`src/rtl/mem_port_arbiter.sv`:
```
// Shares one single-port sram between the fetch port and the data port: one transaction at a time.
// Optional feature macro MEM_ARB_RR_EN: round-robin tie-break instead of fixed data-first priority.
module mem_port_arbiter #(
    parameter int ADDR_W = 32,
    parameter int DATA_W = 32,
    parameter int RD_LAT = 1
) (
    input  logic              clk,
    input  logic              rst_n,
    input  logic              if_req,
    input  logic [ADDR_W-1:0] if_addr,
    output logic              if_gnt,
    output logic              if_rvalid,
    output logic [DATA_W-1:0] if_rdata,
    input  logic              d_req,
    input  logic              d_we,
    input  logic [ADDR_W-1:0] d_addr,
    input  logic [DATA_W-1:0] d_wdata,
    output logic              d_gnt,
    output logic              d_rvalid,
    output logic [DATA_W-1:0] d_rdata,
    output logic              mem_cs,
    output logic              mem_oe,
    output logic              mem_we,
    output logic [ADDR_W-1:0] mem_addr,
    output logic [DATA_W-1:0] mem_din,
    input  logic [DATA_W-1:0] mem_dout,
    output logic              stall
);

    typedef enum logic {
        S_IDLE = 1'b0,
        S_READ = 1'b1
    } state_t;

    // The grant cycle is the first sram cycle of a read, so READ lasts RD_LAT-1 cycles.
    localparam logic [1:0] CNT_LOAD = 2'(RD_LAT - 2);

    state_t            r_state;
    state_t            w_state_next;
    logic [1:0]        r_cnt;
    logic [1:0]        w_cnt_next;
    logic [ADDR_W-1:0] r_addr;
    logic              r_src_d;
    logic              r_if_rvalid;
    logic              r_d_rvalid;
    logic [DATA_W-1:0] r_if_rdata;
    logic [DATA_W-1:0] r_d_rdata;

    logic w_tie_d;
    logic w_d_win;
    logic w_if_win;
    logic w_rd_start;
    logic w_rd_src_d;
    logic w_capture;
    logic w_cap_d;

`ifdef MEM_ARB_RR_EN
    // Last winner: 1 = data port. Reset to data so the fetch port wins the first tie.
    logic r_last_d;

    always_ff @(posedge clk or negedge rst_n) begin
        if (!rst_n) begin
            r_last_d <= 1'b1;
        end else if (if_gnt || d_gnt) begin
            r_last_d <= d_gnt;
        end
    end

    assign w_tie_d = ~r_last_d;
`else
    assign w_tie_d = 1'b1;
`endif

    assign w_d_win  = d_req & (~if_req | w_tie_d);
    assign w_if_win = if_req & ~w_d_win;

    always_comb begin
        w_state_next = r_state;
        w_cnt_next   = r_cnt;
        if_gnt       = 1'b0;
        d_gnt        = 1'b0;
        mem_cs       = 1'b1;
        mem_oe       = 1'b1;
        mem_we       = 1'b0;
        mem_addr     = '0;
        mem_din      = '0;
        w_rd_start   = 1'b0;
        w_rd_src_d   = 1'b0;
        w_capture    = 1'b0;
        w_cap_d      = r_src_d;
        case (r_state)
            S_IDLE: begin
                if (w_d_win) begin
                    d_gnt    = 1'b1;
                    mem_cs   = 1'b0;
                    mem_addr = d_addr;
                    if (d_we) begin
                        mem_we  = 1'b1;
                        mem_din = d_wdata;
                    end else begin
                        mem_oe     = 1'b0;
                        w_rd_start = 1'b1;
                        w_rd_src_d = 1'b1;
                    end
                end else if (w_if_win) begin
                    if_gnt     = 1'b1;
                    mem_cs     = 1'b0;
                    mem_oe     = 1'b0;
                    mem_addr   = if_addr;
                    w_rd_start = 1'b1;
                    w_rd_src_d = 1'b0;
                end
                if (w_rd_start) begin
                    // Single-cycle sram: data is captured at the end of the grant cycle.
                    if (RD_LAT == 1) begin
                        w_capture = 1'b1;
                        w_cap_d   = w_rd_src_d;
                    end else begin
                        w_state_next = S_READ;
                        w_cnt_next   = CNT_LOAD;
                    end
                end
            end
            S_READ: begin
                mem_cs   = 1'b0;
                mem_oe   = 1'b0;
                mem_addr = r_addr;
                if (r_cnt == 2'd0) begin
                    w_capture    = 1'b1;
                    w_cap_d      = r_src_d;
                    w_state_next = S_IDLE;
                end else begin
                    w_cnt_next = r_cnt - 2'd1;
                end
            end
            default: begin
                w_state_next = S_IDLE;
            end
        endcase
    end

    always_ff @(posedge clk or negedge rst_n) begin
        if (!rst_n) begin
            r_state     <= S_IDLE;
            r_cnt       <= 2'd0;
            r_addr      <= '0;
            r_src_d     <= 1'b0;
            r_if_rvalid <= 1'b0;
            r_d_rvalid  <= 1'b0;
            r_if_rdata  <= '0;
            r_d_rdata   <= '0;
        end else begin
            r_state     <= w_state_next;
            r_cnt       <= w_cnt_next;
            if (w_rd_start) begin
                r_addr  <= mem_addr;
                r_src_d <= w_rd_src_d;
            end
            r_if_rvalid <= w_capture & ~w_cap_d;
            r_d_rvalid  <= w_capture & w_cap_d;
            if (w_capture && !w_cap_d) begin
                r_if_rdata <= mem_dout;
            end
            if (w_capture && w_cap_d) begin
                r_d_rdata <= mem_dout;
            end
        end
    end

    assign if_rvalid = r_if_rvalid;
    assign d_rvalid  = r_d_rvalid;
    assign if_rdata  = r_if_rdata;
    assign d_rdata   = r_d_rdata;
    assign stall     = (if_req & ~if_gnt) | (d_req & ~d_gnt);

endmodule

```
`config.mk`:
```
export PLATFORM = sky130hd
export DESIGN_NAME = mem_port_arbiter
export DESIGN_NICKNAME = d
export VERILOG_FILES = /design/src/rtl/mem_port_arbiter.sv
export SDC_FILE = /design/constraint.sdc
export NUM_CORES = 1
export LEC_CHECK = 0
export ABC_AREA = 1
export ABC_CLOCK_PERIOD_IN_PS = 2750
export BUFFER_PORTS_ARGS = -buffer_cell sky130_fd_sc_hd__buf_2
export CORE_MARGIN = 8
export CORE_UTILIZATION = 45
export CTS_CLUSTER_DIAMETER = 200
export DETAILED_ROUTE_END_ITERATION = 10
export HOLD_SLACK_MARGIN = 0.05
export PLACE_DENSITY_LB_ADDON = 0.1
export SLEW_MARGIN = 20
export SYNTH_ARGS = -nofsm -noshare
export SYNTH_HDL_FRONTEND = slang
export SYNTH_SLANG_ARGS = --single-unit
```
`constraint.sdc`:
```
create_clock -name clk -period 2.75 [get_ports clk]
set_input_delay 0 -clock clk [delete_from_list [all_inputs] [get_ports clk]]
set_output_delay 0 -clock clk [all_outputs]
set_load 0.01 [all_outputs]
```
**Word-level counts from Yosys, hierarchy flattened**

Cells that the tools add are included.

- Register bits after elaboration: 102
- Latch bits: 0
- RAM bits: 0
- Bits in read-only memories: 0
- Input port bits: 133
- Output and inout bits: 136
- Word-level logic and storage cells: 60
- Memories: 0

- Add/subtract/negate cells: 1
- Multiply operators: 0
- Divide/modulo/power cells: 0
- $lt $le $gt $ge: 0
- Eq/ne operators: 1
- Shift-type cells: 0
- Muxes and demuxes: 34
- Bitwise logic cells: 11
- Reduce and logical (&&, ||, !) cells: 5

Operators with widths:

| cell | count |
|---|---|
| 2-to-1 mux 32 bit | 5 |
| one-hot mux 32 bit (2 select lines) | 1 |
| 2-to-1 mux 1 bit | 21 |
| one-hot mux 1 bit (2 select lines) | 5 |
| AND 1 bit | 5 |
| NOT 1 bit | 5 |
| 2-to-1 mux 2 bit | 2 |
| logical AND 1 bit | 2 |
| logical NOT 2 bit | 1 |
| != test 2 bit, second input constant | 1 |
| AND reduction 2 bit | 1 |
| subtractor 2 x 1 -> 2 bit, second input constant | 1 |
| logical NOT 1 bit | 1 |
| bitwise OR 1 bit | 1 |

**Logic depth before layout (Yosys ltp)**

- Depth after elaboration: 9
- Depth in mapped cells: 9
- Gate-level depth less buffers: 8

**Worst setup path before layout**

Ideal clock, no wire load.

- Path kind: register to register
- Start point: register r_state
- End point: register r_addr[22]
- Library setup time: 0.066 ns
- Arrival: 1.229 ns
- Data required time: 2.684 ns
- Path slack: 1.455 ns
- Cell stages (with the launch flop): 10
- Buffers on the path: 2
- Clock period less this slack: 1.295 ns
- Path through: dfrtp_1 -> buf_4 -> nor2_4 -> buf_2 -> nand2_1 -> nand2_1 -> inv_1 -> nand2_1 -> nand2_1 -> nand2_1

- Longest elaborated chain between the ends: 2
- Elaborated cells between the ends (all ways): 3
- Those cells by class: mux (2); bitwise (1)

RTL lines:

| what | RTL line | RTL |
|---|---|---|
| from (decl) | 39 | `state_t r_state;` |
| from (signal assigned) | 154 | `r_state <= w_state_next;` |
| NOT 1 bit | - |  |
| one-hot mux 32 bit (2 select lines) (*) | 92 | `case (r_state)` |
| via mem_addr[22] | 25 | `output logic [ADDR_W-1:0] mem_addr,` |
| to (signal assigned) | 157 | `r_addr <= mem_addr;` |
| to (decl) | 43 | `logic [ADDR_W-1:0] r_addr;` |

The timed path passes the listed nets; every way through them passes the cells marked *.
A chain may end at the register's enable or synchronous reset.

**Worst setup path after layout**

- Start point: register r_state
- End point: register r_addr[28]

- Longest elaborated chain between the ends: 2
- Elaborated cells between the ends (all ways): 3
- Those cells by class: mux (2); bitwise (1)

RTL lines:

| what | RTL line |
|---|---|
| NOT 1 bit | - |
| one-hot mux 32 bit (2 select lines) | 92 |

Parallel ways exist; a longest one is shown, timed or not.

==> impl_metrics.tcl <==
set metrics [dict create \
    status "complete, no violations" \
    yosys-top-cells-area "dfrtp_1 (50%), nand2_1 (29%), nand3_1 (6.5%), inv_1 (5.4%), nor2_1 (2.7%)" \
    cts_tree "done" \
    grtUsageTotal_pct 23.5 \
    dr.pass1.iters 4 \
    synth_edf_count 0 \
    clock-sinks 102 \
    synth_ff_type "dfrtp_1" \
    netlist_area_sq_um 5080 \
    fillers 951 \
    tightest_slew_ps 865 \
    min_period_over_period_pct 81.5 \
    synth_xor_area_share_pct 0.173 \
    period_needed_ps 2240 \
    startpoint_type "flop" \
    fin_util_pct 68.2 \
    grt-ovfl-total 0 \
    gp_congestion 0.858 \
    port_buffers 268 \
    finalMaxSlewViolations 0 \
    die_h_um 122 \
    fmax_ghz 0.446 \
    cap_violations 0 \
    post-route-drc-count 0 \
    yosys.area.top_type "dfrtp_1" \
    ios 269 \
    synthMuxAreaShare_pct 0 \
    num_vias 5559 \
    clkLatencyLatePin_ps 340 \
    end_kind "flop" \
    yosys_warnings 0 \
    peakVddDrop_uv 329 \
    start_util_pct 46.4 \
    synth_commonest_cells "nand2_1 (391), dfrtp_1 (102), inv_1 (73)" \
    netlist_instances 720 \
    grt_max_degree 65 \
    grt_antenna_before_repair 1 \
    cp.required_ps 3030 \
    synth_nets 854 \
    grt_pass1_wl_um 28100 \
    dp_cells 1100 \
    die-area_sq_um 14900 \
    power.total_mw 4.23 \
    rsz0062_at_grt "no" \
    p_leak_nw 4.65 \
    grt_pass1_vias 5403 \
    clock_path_buffers 2 \
    numCtsBuffers 9 \
    clockRootBuffer "clkbuf_16" \
    htreeDepth 3 \
    synth.most_common_cell "nand2_1" \
    wire_per_inst_um 15.2 \
    routed_wl_um 18100 \
    path_clk_slew_ps 70 \
    synth_seq_cells 102 \
    syn_to_final_growth_pct 47.0 \
    layoutNonFillerInstCount 1188 \
    yosysUniqueCellTypes 17 \
    slew_headroom_pct 42.2 \
    crit_type "flop to flop" \
    synth-simple-area-share_pct 39.0 \
    hold_class "primary input to flop" \
    postSynth.asyncResetShare_pct 100 \
    final_nets 1176 \
    finalHoldViolations 0 \
    fp.dieW_um 122 \
    fp-row-count 38 \
    avgSynthCellArea_sq_um 7.05 \
    ys_seq_area_share_pct 50.3 \
    powerDensity_nw_per_um2 567 \
    synth_fa_ha_area_share_pct 0.246 \
    fin_worst_skew_ps 11.9 \
    post-cts-setup-buffer-count 0 \
    drt_iter0_markers 331 \
    layout-drive-gt1-share_pct 28.9 \
    viasPerCell 4.68 \
    pre_cts_ws_ps 950 \
    hpwl_um 12500 \
    setup_ws_ps 510 \
    ant_nets 0 \
    synth_compound_area_share_pct 0.296 \
    arrival_ps 2520 \
    coreArea_sq_um 10900 \
    setup_viol 0 \
    synth_top_family_by_area "simple AND/OR/NAND/NOR gates" \
    fin_setup_tns_ps 0 \
    cp_max_fo 33 \
    synth_top_area_share_pct 50.3 \
]
==> path summary, 6_finish.rpt <==
check / slack, ps / to / cells after the start / startpoint
worst min-delay path: 50 / r_addr[22] / 7 / d_addr[22]
max in group asynchronous: 1800 / r_addr[10] / 3 / rst_n
worst min register to register: 470 / d_rdata[10] / 2 / d_rdata[10]
worst max register to register: 510 / r_addr[28] / 9 / r_state
worst max-delay path: 510 / r_addr[28] / 9 / r_state
min in group asynchronous: 230 / d_rdata[23] / 2 / rst_n
==> report_power, final <==
part / leakage (nW) / switching, mW / internal (mW)
sequential: 1.27 / 0.140 / 1.75
combinational: 3.23 / 0.653 / 0.460
clock: 0.145 / 0.591 / 0.637
==> what timing repair did <==
action	4_1_cts	5_1_grt
endpoints found under the hold margin	144	0
hold buffers	71	0
gates resized for setup	0	0
==> kinds of logic (layout without fill, tap and decap cells) <==
| logic type | Yosys count | count (layout) |
|---|---|---|
| other | 0 | 1 |
| buffers and inverters | 114 | 441 |
| XOR/XNOR | 1 | 1 |
| AND/OR/NAND/NOR | 499 | 499 |
| adder cells (fa/ha/maj) | 1 | 1 |
| flip-flops | 102 | 102 |
| AO/OA/AOI/OAI | 3 | 3 |
==> state kept, by name, summed over array words and instances, names as in the netlist <==
register,count
d_rdata,32
d_rvalid,1
if_rdata,32
if_rvalid,1
r_addr,32
r_cnt,2
r_src_d,1
r_state,1
==> worst max-delay path, stage by stage (launching register included) <==
cell and delay (ps):
dfrtp_1 400, buf_4 220, nor2_4 600, nand2_1 110, nand2_1 90, inv_1 40, nand2_1 70, dlygate4sd3_1 550
nand2_1 50, nand2_1 60
==> per-stage QoR <==
step	hold slack [ps]	cell area (sq um)
floorplan	-296	5080
detailed placement	59.7	6460
finish	51.9	7460
global route	81.0	7460
CTS	51.8	7460
global placement	61.0	6460
==> per-layer routing <==
metal  GRT usage (%)  wire length, um  up-vias
li1                -                -     2789
met1            26.0             6760     2525
met2            41.4             9020      217
met3            6.80             1730       28
met4            9.60              546        0
met5               0                0        -
==> area by class of cell <==
type | instances | area, sq um | share of cell area (%)
Sequential cell | 102 | 2550 | 34.2
Timing Repair Buffer | 349 | 2140 | 28.7
Multi-Input combinational cell | 504 | 2020 | 27.0
Inverter | 76 | 285 | 3.82
Clock buffer | 9 | 225 | 3.02
Tap cell | 140 | 175 | 2.35
Clock inverter | 7 | 62.6 | 0.839
Antenna cell | 1 | 2.50 | 0.0335
==> placed cells by master (no fill, tap or decap) <==
cell type | synthesis | final
a21oi_1 | 2 | 2
buf_12 | 0 | 1
buf_2 | 19 | 267
buf_4 | 1 | 10
clkbuf_16 | 0 | 9
clkinv_2 | 0 | 1
clkinv_4 | 0 | 1
dfrtp_1 | 102 | 102
diode_2 | 0 | 1
dlygate4sd3_1 | 0 | 71
ha_1 | 1 | 1
inv_1 | 73 | 73
inv_2 | 3 | 3
inv_6 | 0 | 3
inv_8 | 0 | 2
nand2_1 | 391 | 391
nand2_2 | 4 | 4
nand3_1 | 66 | 66
nand3_2 | 1 | 1
nor2_1 | 36 | 36
nor2_4 | 1 | 1
o21ai_0 | 1 | 1
xor2_1 | 1 | 1
No activity file was read; power rests on OpenSTA's default activity.
